<file path="src/rtl/dmem_port_arbiter.sv">
// dmem_port_arbiter: serialises MEM-stage and DMA accesses onto one data-memory port.
// Latency: request seen in IDLE at T -> store ack at T+2, load ack at T+MEM_LAT+2.
// Backpressure: m_stall freezes the pipeline while m_req is pending; DMA holds d_req until d_ack.
module dmem_port_arbiter #(
  parameter int AW         = 32,
  parameter int DW         = 32,
  parameter int MEM_LAT    = 2,
  parameter int STARVE_MAX = 4
) (
  input  logic          clk,
  input  logic          rst,
  input  logic          m_req,
  input  logic          m_we,
  input  logic [AW-1:0] m_addr,
  input  logic [DW-1:0] m_wdata,
  output logic          m_stall,
  output logic          m_ack,
  output logic [DW-1:0] m_rdata,
  input  logic          d_req,
  input  logic          d_we,
  input  logic [AW-1:0] d_addr,
  input  logic [DW-1:0] d_wdata,
  output logic          d_ack,
  output logic [DW-1:0] d_rdata,
  output logic          mem_en,
  output logic          mem_we,
  output logic [AW-1:0] mem_addr,
  output logic [DW-1:0] mem_wdata,
  input  logic [DW-1:0] mem_rdata
);

  localparam int LW = (MEM_LAT < 2) ? 1 : $clog2(MEM_LAT);
  localparam int SW = $clog2(STARVE_MAX + 1);

  typedef enum logic [1:0] {IDLE, ISSUE, WAIT, DONE} state_t;

  state_t          state_q, state_d;
  logic            own_dma_q, own_dma_d;
  logic            we_q, we_d;
  logic [AW-1:0]   addr_q, addr_d;
  logic [DW-1:0]   wdata_q, wdata_d;
  logic [LW-1:0]   wcnt_q, wcnt_d;
  logic [SW-1:0]   starve_q, starve_d;
  logic [DW-1:0]   m_rdata_q, m_rdata_d;
  logic [DW-1:0]   d_rdata_q, d_rdata_d;
  logic            mem_en_q, mem_en_d;
  logic            m_ack_q, m_ack_d;
  logic            d_ack_q, d_ack_d;
  logic            grant;
  logic            grant_dma;

  // Next-state, arbitration, starvation tracking and registered-output decode
  always_comb begin
    state_d   = state_q;
    own_dma_d = own_dma_q;
    we_d      = we_q;
    addr_d    = addr_q;
    wdata_d   = wdata_q;
    wcnt_d    = wcnt_q;
    starve_d  = starve_q;
    m_rdata_d = m_rdata_q;
    d_rdata_d = d_rdata_q;

    // DMA only overtakes a pending MEM request once it has been passed over STARVE_MAX times
    grant     = (state_q == IDLE) && (m_req || d_req);
    grant_dma = grant && d_req && (!m_req || (starve_q == SW'(STARVE_MAX)));

    unique case (state_q)
      IDLE: begin
        if (grant) begin
          state_d   = ISSUE;
          own_dma_d = grant_dma;
          we_d      = grant_dma ? d_we    : m_we;
          addr_d    = grant_dma ? d_addr  : m_addr;
          wdata_d   = grant_dma ? d_wdata : m_wdata;
        end
      end
      ISSUE: begin
        state_d = we_q ? DONE : WAIT;
        wcnt_d  = LW'(MEM_LAT - 1);
      end
      WAIT: begin
        if (wcnt_q == '0) begin
          state_d = DONE;
          if (own_dma_q) d_rdata_d = mem_rdata;
          else           m_rdata_d = mem_rdata;
        end else begin
          wcnt_d = wcnt_q - 1'b1;
        end
      end
      DONE:    state_d = IDLE;
      default: state_d = IDLE;
    endcase

    // The counter only means something while DMA is actually waiting
    if (!d_req)
      starve_d = '0;
    else if (grant_dma)
      starve_d = '0;
    else if (grant && (starve_q != SW'(STARVE_MAX)))
      starve_d = starve_q + 1'b1;

    mem_en_d = (state_d == ISSUE);
    m_ack_d  = (state_d == DONE) && !own_dma_d;
    d_ack_d  = (state_d == DONE) &&  own_dma_d;
  end

  // State and datapath registers; reset aborts any access in flight
  always_ff @(posedge clk or posedge rst) begin
    if (rst) begin
      state_q   <= IDLE;
      own_dma_q <= 1'b0;
      we_q      <= 1'b0;
      addr_q    <= '0;
      wdata_q   <= '0;
      wcnt_q    <= '0;
      starve_q  <= '0;
      m_rdata_q <= '0;
      d_rdata_q <= '0;
      mem_en_q  <= 1'b0;
      m_ack_q   <= 1'b0;
      d_ack_q   <= 1'b0;
    end else begin
      state_q   <= state_d;
      own_dma_q <= own_dma_d;
      we_q      <= we_d;
      addr_q    <= addr_d;
      wdata_q   <= wdata_d;
      wcnt_q    <= wcnt_d;
      starve_q  <= starve_d;
      m_rdata_q <= m_rdata_d;
      d_rdata_q <= d_rdata_d;
      mem_en_q  <= mem_en_d;
      m_ack_q   <= m_ack_d;
      d_ack_q   <= d_ack_d;
    end
  end

  // Stall covers time queued behind DMA too; forced low during reset
  assign m_stall   = !rst && m_req && !((state_q == DONE) && !own_dma_q);
  assign m_ack     = m_ack_q;
  assign m_rdata   = m_rdata_q;
  assign d_ack     = d_ack_q;
  assign d_rdata   = d_rdata_q;
  assign mem_en    = mem_en_q;
  assign mem_we    = we_q;
  assign mem_addr  = addr_q;
  assign mem_wdata = wdata_q;

endmodule

</file>
<file path="config.mk">
export PLATFORM = sky130hd
export DESIGN_NAME = dmem_port_arbiter
export DESIGN_NICKNAME = d
export VERILOG_FILES = /design/src/rtl/dmem_port_arbiter.sv
export SDC_FILE = /design/constraint.sdc
export NUM_CORES = 1
export LEC_CHECK = 0
export CAP_MARGIN = 20
export CORE_AREA = 2 2 144 104
export CTS_CLUSTER_SIZE = 28
export DETAILED_ROUTE_END_ITERATION = 10
export DIE_AREA = 0 0 146 106
export PLACE_DENSITY = 0.85
export SYNTH_ARGS = -nofsm -noshare
export SYNTH_HDL_FRONTEND = slang
export SYNTH_SLANG_ARGS = --single-unit
export TNS_END_PERCENT = 30
</file>
<file path="constraint.sdc">
create_clock -name clk -period 7.3 [get_ports clk]
set_input_delay 0.73 -clock clk [delete_from_list [all_inputs] [get_ports clk]]
set_output_delay 0.73 -clock clk [all_outputs]
set_load 0.01 [all_outputs]
</file>
After elaboration in Yosys (flattened, before gate mapping)
Index checks and enable logic that the tools add are counted.
{ "op_classes": {"addsub": 2, "mul": 0, "div": 0, "n_lt_le_gt_ge": 0, "eq_ne": 8, "shifts": 0, "n_mux": 14, "n_bitwise": 2, "n_reduce_logical": 21} }
{ "op_table": {"columns": ["cell", "n"], "rows": [
  ["$mux W32", 2],
  ["$logic_and A1 B1 Y1", 9],
  ["$mux W3", 3],
  ["$pmux W2 S4", 1],
  ["$eq A2 B2 Y1 const B", 3],
  ["$reduce_and A3 Y1", 2],
  ["$logic_not A1 Y1", 5],
  ["$mux W1", 5],
  ["$eq A2 B1 Y1 const B", 2],
  ["$mux W2", 2],
  ["$add A3 B1 Y3 const B", 1],
  ["$eq A3 B3 Y1 const B", 1],
  ["$ne A3 B1 Y1 const B", 1],
  ["$ne A3 B3 Y1 const B", 1],
  ["$logic_not A2 Y1", 1],
  ["$logic_or A1 B1 Y1", 2],
  ["$not A1 Y1", 2],
  ["$pmux W1 S2", 1],
  ["$reduce_and A2 Y1", 1],
  ["$reduce_bool A2 Y1", 1],
  ["$sub A1 B1 Y1 const B", 1]
]} }
{ "totals": {"ff_bits": 139, "latch_bits": 0, "ramBits": 0, "romBits": 0, "word_cells": 59, "n_memories": 0} }

Longest topological paths before layout
Gate-level depths: netlist of run 1.
{ "logic_depth": {"depth_word": 8, "ltp_mapped": 8, "ltp_nobuf": 5} }

Least setup slack after synthesis of run 1
OpenSTA, ideal clock, no wires.
{ "synth_path": {"kind": "input to output", "startpoint": "in rst", "endpoint": "out m_stall", "t_arrival_ps": 4136, "slack_ps": 2434, "path_stages": 2, "cell_sequence": "inv_1 and3_1"} }
{ "synth_via": {"elab_chain_len": 3} }
{ "synth_rtl": {"columns": ["item", "line", "rtl"], "rows": [
  ["start: declaration", "11", "input logic rst,"],
  ["$logic_not A1 Y1", "140", "assign m_stall = !rst && m_req && !((state_q == DONE) && !own_dma_q);"],
  ["$logic_and A1 B1 Y1 (2 in series)", "140", null],
  ["end: declaration", "16", "output logic m_stall,"]
]} }
Every way passes these cells.

Worst setup path after layout of run 1
Ends and elaborated chain as after synthesis.

==> impl_metrics.toml, run 1 <==
[routing]
vias = 5687
wirelength_um = 20000
wl_per_cell_um = 19.2
dr.pass1.iters = 4
viasPerCell = 5.44
ant_nets = 0
drc = 0
drtIter0Drc = 325

[grt]
grt_start_max_net_pins = 85
gr-total-overflow = 0
grtUsageTotal_pct = 25.5
grt_pass1_vias = 5644
antenna_found_initial = 1
grt_pass1_wl_um = 31100

[critical_path]
worst-setup-path-type = "in2out"
cp-end-kind = "output pin"
crit_path_start_kind = "input pin"
cp_max_fo = 57
critPathRequiredTime_ns = 6.57
r2r_cells = 6
arrival_ns = 2.41

[die]
start_util_pct = 42.9
rows = 37
die_area_sq_mm = 0.0155
io_pins = 299
dieWidth_um = 146
core_area_sq_mm = 0.0143
die_height_um = 106

[placed_design]
place_congestion = 0.833
placed_cells = 1013
pre_cts_ws_ns = 4.12
hpwl_um = 13400
portBuffers = 298

[power]
peakVddDrop_uv = 226
p_per_area_mw_per_mm2 = 429
p_leak_uw = 0.00392

[final_layout]
diodes = 0
n_fill_cell = 1087
regArea_sq_mm = 0.00348
multi_input_area_sq_mm = 0.00236
layout_common_cells = "clkdlybuf4s50_1, dfrtp_1, a21oi_1"
fin_cells = 1045
fin_nets = 1011
final_common_cell = "clkdlybuf4s50_1"
drive_gt1_share_pct = 13.2
area_growth_pct = 59.7
final_core_util_pct = 68.5

[sta]
tns_ns = 0
hold_viol = 0
fmax_mhz = 318
slew_headroom_pct = 53.8
rsz0062_at_grt = "false"
setup_slack_ns = 4.16
setup_viol = 0
layout_min_cycle_time_ns = 3.14
finalMaxSlewViolations = 0
finalClockSkew_ns = 0.0109
tightest_slew_ns = 0.694
timing.final.crit_share_pct = 43.0

[job]
drv_cap = 0

[run_status]
status = "completed"

[cts]
clock_latency_ns = 0.40
post_cts_buffers = 0
postCtsHoldBufs = 0
clkSinkCount = 139
cts_tree = "done"
ctsLongestPathBuffers = 2
ctsRootBufferMaster = "clkbuf_16"
cts_resized = 0
htreeDepth = 4
cts_made_buffers = 17
clk_pin_slew_ns = 0.05

[synth]
syn_area_per_cell_sq_um = 10.9
synth_ff_type = "dfrtp_1"
synth_edf_count = 0
synth_top_area_share_pct = 56.8
yosys-top-cells-area = "dfrtp_1, mux2_2, a31oi_1, a21oi_1, o21ai_0"
synth_seq_cells = 139
yosysSeqAreaShare_pct = 56.8
syn-instance-count = 561
syn_area_sq_mm = 0.00612
yosysWarningCount = 0
synth_top_cell_by_area = "dfrtp_1"
async_reset_ff_share_pct = 100
synth_nets = 734
ys_types = 30

[hold_path]
whs_path_depth = 1
hp-class = "reg2reg"
[kinds of logic (layout without fill, tap and decap cells)]
group,Yosys count,after routing,share of synthesized area (%)
flops,139,139,56.8
simple gates,80,80,5.48
mux,65,65,11.9
fa+ha+maj,7,7,1.43
compound gates,212,212,19.3
buf+inv,58,347,5.05
[where the power goes]
part,total [uW],internal [uW],switching (uW)
sequential,1370,1160,215
clock,841,504,337
combinational,1980,1080,899
[state kept, by name, indices dropped and copies added, names as in the netlist]
name / cells
starve_q: 3
state_q: 2
m_ack: 1
mem_addr: 32
mem_en: 1
mem_we: 1
d_ack: 1
own_dma_q: 1
d_rdata: 32
wcnt_q: 1
mem_wdata: 32
m_rdata: 32
[cell usage after synthesis (2+ instances only)]
cell type	n
a21boi_0	2
a21oi_1	69
a31oi_1	66
buf_2	22
buf_4	13
buf_6	2
clkbuf_1	13
dfrtp_1	139
ha_1	7
inv_1	8
mux2_2	64
nand2_1	2
nand2b_1	4
nand3_1	4
nor2_1	65
o21a_1	2
o21ai_0	58
o21ai_1	9
[worst max-delay path: stages]
cell             delay (ns)
clkdlybuf4s50_1        0.47
inv_6                  0.40
and3_1                 0.23
clkdlybuf4s50_1        0.56
[metrics by stage]
stage / hold WS [ns] / total power, uW / instance area [sq um]
5_1_grt: 0.515 / 4430 / 9770
4_1_cts: 0.507 / 4210 / 9740
6_report: 0.504 / 4190 / 9770
3_5_place_dp: 0.492 / 3340 / 9170
3_3_place_gp: 0.486 / 3290 / 9170
2_1_floorplan: 0.541 / 2300 / 6120
[cell type report]
| cell class | instances | area share, % |
|---|---|---|
| sequential | 139 | 35.6 |
| timing repair buffer | 308 | 31.5 |
| multi-input combinational | 364 | 24.2 |
| clock buffer | 18 | 4.39 |
| tap | 195 | 2.50 |
| clock inverter | 13 | 1.47 |
| inverter | 8 | 0.359 |
[worst paths after layout]
| check | start | to | slack, ns |
|---|---|---|---|
| hold / removal | m_rdata[29] | m_rdata[29] | 0.50 |
| min in group asynchronous | rst | m_rdata[7] | 0.75 |
| max in group asynchronous | rst | mem_addr[23] | 5.49 |
| setup / recovery | rst | m_stall | 4.16 |
| hold reg to reg | m_rdata[29] | m_rdata[29] | 0.50 |
| setup reg to reg | state_q[0] | m_ack | 4.57 |
[per-layer routing]
metal	vias to the layer above	track usage (%)	routed length, um
li1	2570	-	-
met1	2787	32.3	8150
met2	296	41.6	9550
met3	32	8.63	1880
met4	2	7.98	414
met5	-	0	17
Note: power is estimated with default switching activity, not from simulation.
==> run 2: changes to the inputs <==
Settings changed: CORE_AREA 2 2 144 104 to 2 2 157 113, DIE_AREA 0 0 146 106 to 0 0 159 115, PLACE_DENSITY 0.85 to 0.76.
Clock period 7.3 ns to 2.5 ns, I/O delays scaled along.
==> impl_metrics.toml, run 2 (synthesis gave the netlist of run 1 again) <==
[run_status]
status = "completed"

[sta]
hold_viol = 0
finalClockSkew_ns = 0.00807
fmax_mhz = 489
setup_slack_ns = 0.454
finalMaxSlewViolations = 0
setup_viol = 0
worst_hold_slack_ns = 0.389
rsz0062_at_grt = "false"
slew_headroom_pct = 51.3
layout_min_cycle_time_ns = 2.05
tightest_slew_ns = 0.731
timing.final.crit_share_pct = 81.8

[grt]
grt_pass1_wl_um = 30500
gr-total-overflow = 0
grtUsageTotal_pct = 21.2
antenna_found_initial = 0
grt_pass1_vias = 5641
grt_start_max_net_pins = 140

[cts]
post_cts_buffers = 0
cts_tree = "done"
clock_latency_ns = 0.41
cts_resized = 0
ctsLongestPathBuffers = 2
cts_made_buffers = 17
clkSinkCount = 139
postCtsHoldBufs = 0
htreeDepth = 4
clk_pin_slew_ns = 0.06
ctsRootBufferMaster = "clkbuf_16"

[power]
peakVddDrop_uv = 751
p_per_area_mw_per_mm2 = 1240
finalPower_uw = 12300
p_leak_uw = 0.00395

[routing]
ant_nets = 0
wl_per_cell_um = 17.9
drc = 0
vias = 5546
drtIter0Drc = 442
viasPerCell = 5.12
dr.pass1.iters = 5
wirelength_um = 19400

[die]
io_pins = 299
core_area_sq_mm = 0.0168
start_util_pct = 36.4
die_height_um = 115
dieWidth_um = 159
rows = 40
die_area_sq_mm = 0.0183

[placed_design]
portBuffers = 298
pre_cts_ws_ns = 0.507
placed_cells = 1052
place_congestion = 0.844
hpwl_um = 13000

[final_layout]
fin_nets = 1013
drive_gt1_share_pct = 13.6
regArea_sq_mm = 0.00348
final_core_util_pct = 59.0
n_fill_cell = 1439
diodes = 0
fin_cells = 1084
final_common_cell = "clkdlybuf4s50_1"
multi_input_area_sq_mm = 0.00236
area_growth_pct = 62.0
layout_common_cells = "clkdlybuf4s50_1, dfrtp_1, a21oi_1"

[job]
drv_cap = 0

[critical_path]
cp-end-kind = "output pin"
crit_start = "state_q[0]"
critPathRequiredTime_ns = 2.25
crit_end = "m_stall"
rr_endpoint = "mem_wdata[18]"
worst-setup-path-type = "reg2out"
crit_path_start_kind = "flop"
rr_startpoint = "state_q[0]"
cp_max_fo = 5
reg2reg_setup_slack_ns = 0.50
arrival_ns = 1.80
r2r_cells = 6

[hold_path]
hp-class = "in2reg"
-- run 2: final cells by class --
class | count | area share [%]
Tap cell | 231 | 2.92
Inverter | 8 | 0.341
Multi-Input combinational cell | 364 | 23.8
Clock inverter | 14 | 1.64
Sequential cell | 139 | 35.1
Timing Repair Buffer | 310 | 31.8
Clock buffer | 18 | 4.43
-- run 2: how the worst min path moves through the flow --
stage          cells past startpoint             to         from
2_1_floorplan                      1      own_dma_q        m_req
3_3_place_gp                       1    d_rdata[20]  d_rdata[20]
3_5_place_dp                       1    d_rdata[27]  d_rdata[27]
4_1_cts                            3  mem_wdata[24]  m_wdata[24]
5_1_grt                            3   mem_addr[30]   m_addr[30]
6_report                           3    mem_addr[7]    m_addr[7]
-- run 2: worst max-delay path: stages (launching register included) --
cell             delay [ns]
dfrtp_1                0.41
ha_1                   0.21
nand2b_1               0.06
and3_1                 0.15
clkdlybuf4s50_1        0.56
-- run 2: layer usage --
metal / global-route usage, % / vias to the layer above / wire [um]
met2: 33.0 / 271 / 8860
li1: - / 2581 / -
met3: 8.51 / 21 / 2000
met5: 0 / - / 0
met1: 27.3 / 2673 / 8190
met4: 6.97 / 0 / 295
-- run 2: stage by stage --
step | cell area (sq um) | TNS (ns)
after floorplan | 6120 | -0.605
after global placement | 9310 | 0
after detailed placement | 9310 | 0
after CTS | 9910 | 0
after global routing | 9910 | 0
final | 9910 | 0
-- run 2: report_power, final --
group | internal, uW | total (uW) | switching (uW)
Combinational | 3220 | 5810 | 2590
Clock | 1520 | 2550 | 1030
Sequential | 3380 | 3970 | 592
==> RTL change 1, RTL diff (flow settings as in run 1) <==
Change the parameter `MEM_LAT` from 2 to 8. Comments in the files are not updated.
--- a/src/rtl/dmem_port_arbiter.sv
+++ b/src/rtl/dmem_port_arbiter.sv
@@ -4,7 +4,7 @@
 module dmem_port_arbiter #(
   parameter int AW         = 32,
   parameter int DW         = 32,
-  parameter int MEM_LAT    = 2,
+  parameter int MEM_LAT    = 8,
   parameter int STARVE_MAX = 4
 ) (
   input  logic          clk,
Behaviour: not the same (a bounded check fails within 10 cycles, from zero or initial values and one cycle with rst high).
==> RTL change 1 against run 1 <==
- core utilization increased by 0.89 points
- critical endpoint unchanged
- sequential cell count increased by 2
- cell area increased by 1.3%
- largest power group unchanged
- setup slack got worse by 0.15 ns
- total power decreased by 15%
- routed wire length decreased by 1.8%
- area after synthesis increased by 3.0%
- global-route usage about the same
==> RTL change 1: results (changes against run 1) <==
stage,metric,value,unit,change
global_route,initial antenna violation count,0,,-1
global_route,first-pass GRT wire length,31000,um,-0.29%
global_route,number of global-route vias before repair,5636,,-0.14%
critical_path,register-to-register setup slack,4.67,ns,+0.10 ns
place,placed cells,1017,,+0.39%
global_route,largest net degree at the start of global routing,82,,-3.5%
hold_path,hold path start,d_rdata[27],,
layout,Layout fillers,1082,,-0.46%
power_and_ir_drop,Clock net power,888,uW,+5.6%
route,metal3 WL,1810,um,-3.8%
critical_path,CP arrival,2.56,ns,+0.15 ns
global_route,GR Util met2,0.427,,+0.0108
power_and_ir_drop,P_int,2.36,mW,-14%
yosys,Synth Area in Adders,0.0179,,+0.00355
layout,Non-clock buffer share,0.308,,-0.00706
layout,multi-input combinational gate total,370,,+1.6%
yosys,post-synthesis mux area share,0.116,,-0.00348
layout,Inverters excl. clock,7,,-1
global_route,GRT met3 Usage,0.0940,,+0.00773
timing,final setup skew,0.0113,ns,+0.000401 ns
yosys,Post-Syn Nets,743,,+1.2%
route,Met2 Wirelength,9740,um,+2.0%
yosys,Syn Area/Cell,11.1,um^2,+1.7%
place,GPL Wtd Cong,0.791,,-5.0%
layout,Seq area share,0.357,,+0.000510
route,Via density,5.40,,-0.78%
hold_path,Hold EP,d_rdata[27],,
route,Pre-Repair DR Iteration Count,5,,+1
layout,nonclk buf count,305,,-0.97%
route,max layer used,met4,,
layout,share of layout cells above drive strength 1,0.128,,-0.00413
power_and_ir_drop,Seq pwr share,0.336,,+0.008
global_route,met1 Usage GRT,0.317,,-0.00602
timing,Worst Tran Pin Value,1.01,ns,+0.314 ns
yosys,sequential-to-total area share from yosys stat,0.560,,-0.00864
critical_path,Worst Path Max Fanout,81,,+42%
power_and_ir_drop,VDD IR max,0.180,mV,-20%
yosys,"FF+latch count, synth",141,,+1.4%
yosys,Synth Area in Compound Gates,0.185,,-0.00721
place,DP Worst Slack,3.97,ns,-0.149 ns
route,WL/cell,18.7,um,-2.1%
route,Via Count,5664,,-0.40%
power_and_ir_drop,Leakage,4.02,nW,+2.4%
critical_path,reg-to-reg endpoint,mem_wdata[17],,
layout,Final clock-cell share,0.0609,,+0.00229
place,Final HPWL DP,13400,um,-0.57%
yosys,commonest cells in the netlist,"dfrtp_1 (141), a21oi_1 (67), nor2_1 (66)",,
route,Starting DRT DRC Count,381,,+17%
clock_tree,post_cts resized,0,,unchanged
route,met1 WL,7900,um,-3.1%
yosys,top area cells in the synthesized netlist,"dfrtp_1 (56%), mux2_2 (11%), a31oi_1 (6.5%)",,
outcome,status,"finished, final reports clean",,
timing,final hold slack,0.492,ns,-0.0117 ns
layout,Multi-input gate area,2440,um^2,+3.4%
timing,setup tns final,0,ns,unchanged
[RTL change 1: logic make-up after synthesis]
kind of cell | Yosys count
AO/OA/AOI/OAI | 210
multiplexers | 65
flip-flops | 141
adder cells (fa/ha/maj) | 9
buffers and inverters | 57
AND/OR/NAND/NOR | 86
[RTL change 1: critical path, cell delays in order]
cell and delay, ns:
clkdlybuf4s50_1 0.47, inv_6 0.53, and3_1 0.25, clkdlybuf4s50_1 0.53
[RTL change 1: worst max-delay path by stage]
stage,start,to,slack [ns],cells past startpoint
6_report,rst,m_stall,4.01,4
5_1_grt,rst,m_stall,3.83,4
4_1_cts,rst,m_stall,3.97,4
3_5_place_dp,rst,m_stall,3.97,4
3_3_place_gp,rst,m_stall,3.96,4
2_1_floorplan,rst,m_stall,2.39,2
[RTL change 1: per-stage QoR]
stage	total power [mW]	util	area [um^2]
detailed placement	2.69	0.650	9270
floorplan	1.92	-	6300
global placement	2.65	0.650	9270
finish	3.58	0.694	9900
global route	3.78	0.694	9900
CTS	3.59	0.693	9880
==> RTL change 2, RTL diff (flow settings as in run 1) <==
Made on the original files. Encoding of `state_t`: now one-hot (4 bits for 4 states).
--- a/src/rtl/dmem_port_arbiter.sv
+++ b/src/rtl/dmem_port_arbiter.sv
@@ -32,7 +32,7 @@
   localparam int LW = (MEM_LAT < 2) ? 1 : $clog2(MEM_LAT);
   localparam int SW = $clog2(STARVE_MAX + 1);
 
-  typedef enum logic [1:0] {IDLE, ISSUE, WAIT, DONE} state_t;
+  typedef enum logic [3:0] {IDLE = 4'b0001, ISSUE = 4'b0010, WAIT = 4'b0100, DONE = 4'b1000} state_t;
 
   state_t          state_q, state_d;
   logic            own_dma_q, own_dma_d;
Check against the original RTL: same outputs for any inputs over 4 cycles, from zero or initial values and one cycle with rst high; so few cycles prove little.
==> RTL change 2 against run 1 <==
- cell area rose by 0.51%
- setup slack improved by 0.19 ns
- routed wire length fell by 14%
- critical endpoint unchanged
- sequential cell count rose by 2
- synthesized cell count fell by 3.2%
- total power fell by 25%
- area after synthesis rose by 0.16%
- first-iteration DRC count rose by 32%
- fmax rose by 6.4%
- count of clock-buffer cells in the layout fell by 1
==> RTL change 2: results (changes against run 1) <==
stage,metric,value,unit,change
critical_path,Setup crit start,m_req,,
timing,Hold Fails Final Rpt,0,,unchanged
global_route,number of global-route vias before repair,5376,,-4.7%
clock_tree,total CTS buffers,17,,unchanged
timing,final setup margin,4.35,ns,+0.190 ns
route,Via density,4.89,,-10%
place,Final HPWL DP,12400,um,-8.0%
layout,Layout fillers,1100,,+1.2%
yosys,commonest cells in the netlist,"inv_1 (202), dfrtp_1 (140), a222oi_1 (65)",,
route,max layer used,met4,,
yosys,count of cell types in the netlist,34,,+13%
route,metal3 WL,1490,um,-21%
yosys,sequential-to-total area share from yosys stat,0.576,,+0.00744
critical_path,Worst Path Max Fanout,5,,-91%
global_route,initial antenna violation count,0,,-1
timing,final hold slack,0.496,ns,-0.00801 ns
place,DP Worst Slack,3.97,ns,-0.153 ns
critical_path,worst reg2reg path startpoint,state_q[0],,
layout,share of layout cells above drive strength 1,0.120,,-0.0115
yosys,Post-Syn Nets,711,,-3.1%
timing,Worst Tran Pin Value,0.940,ns,+0.246 ns
yosys,Synth Area in Compound Gates,0.122,,-0.0701
yosys,Synth Area in Adders,0.00408,,-0.0102
global_route,first-pass GRT wire length,27600,um,-11%
clock_tree,clock slew at reported path FFs,0.07,ns,+0.02 ns
power_and_ir_drop,Leakage,4.84,nW,+24%
hold_path,hold path start,d_rdata[12],,
route,Starting DRT DRC Count,429,,+32%
route,Met2 Wirelength,8530,um,-11%
layout,Final #Nets,1003,,-0.79%
power_and_ir_drop,VDD IR max,0.158,mV,-30%
layout,Multi-input gate area,1710,um^2,-28%
critical_path,CP arrival,2.22,ns,-0.19 ns
route,final wirelength,17300,um,-14%
place,GPL Wtd Cong,0.779,,-6.4%
route,met1 WL,6870,um,-16%
timing,final setup skew,0.0119,ns,+0.000978 ns
route,Via Count,5101,,-10%
yosys,post-synthesis mux area share,0.118,,-0.00183
yosys,Synth Area in XOR/XNOR,0.00143,,+0.00143
power_and_ir_drop,switch share,0.327,,-0.0188
layout,Final Cell Area,9820,um^2,+0.51%
critical_path,register-to-register setup slack,4.46,ns,-0.11 ns
route,Pre-Repair DR Iteration Count,9,,+5
place,Post-DP Area,9270,um^2,+1.1%
outcome,status,"finished, final reports clean",,
global_route,largest net degree at the start of global routing,81,,-4.7%
global_route,GRT Total Usage,0.225,,-0.0295
[RTL change 2: cell count changes after synthesis, sizes merged, moves of 3 or more]
cell    delta
inv      +194
a21oi     -66
a31oi     -66
a222oi    +65
nor2      -62
o21ai     -62
buf       -15
clkbuf     -5
ha         -5
nand2b     -3
nor3b      +3
[RTL change 2: final timing paths]
check | to | depth (start not counted)
setup / recovery | m_stall | 4
setup reg to reg | mem_wdata[0] | 4
max in group asynchronous | mem_wdata[29] | 3
hold reg to reg | d_rdata[12] | 1
hold / removal | d_rdata[12] | 1
min in group asynchronous | mem_addr[14] | 2
[RTL change 2: power groups by stage]
stage               clock network, mW  registers [mW]  logic, mW
floorplan                           0            1.22      0.506
global placement                    0            1.13       1.17
detailed placement                  0            1.14       1.20
CTS                             0.826            1.13       1.21
global route                    0.864            1.16       1.29
finish                          0.804            1.13       1.20
[RTL change 2: cell families (layout without fill, tap and decap cells)]
family / Yosys count / after routing
xor gates and xnor gates: 1 / 1
AOI/OAI and AO/OA: 80 / 80
muxes: 64 / 64
and+or+nand+nor: 23 / 23
adders and majority gates: 2 / 2
DFF: 141 / 141
buffers and inverters: 232 / 537
[RTL change 2: layout make-up]
type                            instances  share of cell area
Multi-Input combinational cell        170               0.174
Tap cell                              195              0.0248
Inverter                              202              0.0777
Clock inverter                         15              0.0129
Sequential cell                       141               0.359
Clock buffer                           17              0.0433
Timing Repair Buffer                  303               0.308
[RTL change 2: critical path, stage by stage]
cell	delay (ns)
clkdlybuf4s50_1	0.59
inv_1	0.12
a211oi_1	0.18
clkdlybuf4s50_1	0.59
[RTL change 2: routing by layer]
metal,up-vias,global-route usage
met1,2467,0.270
met4,0,0.0714
met2,229,0.382
met5,-,0
li1,2377,-
met3,28,0.0803
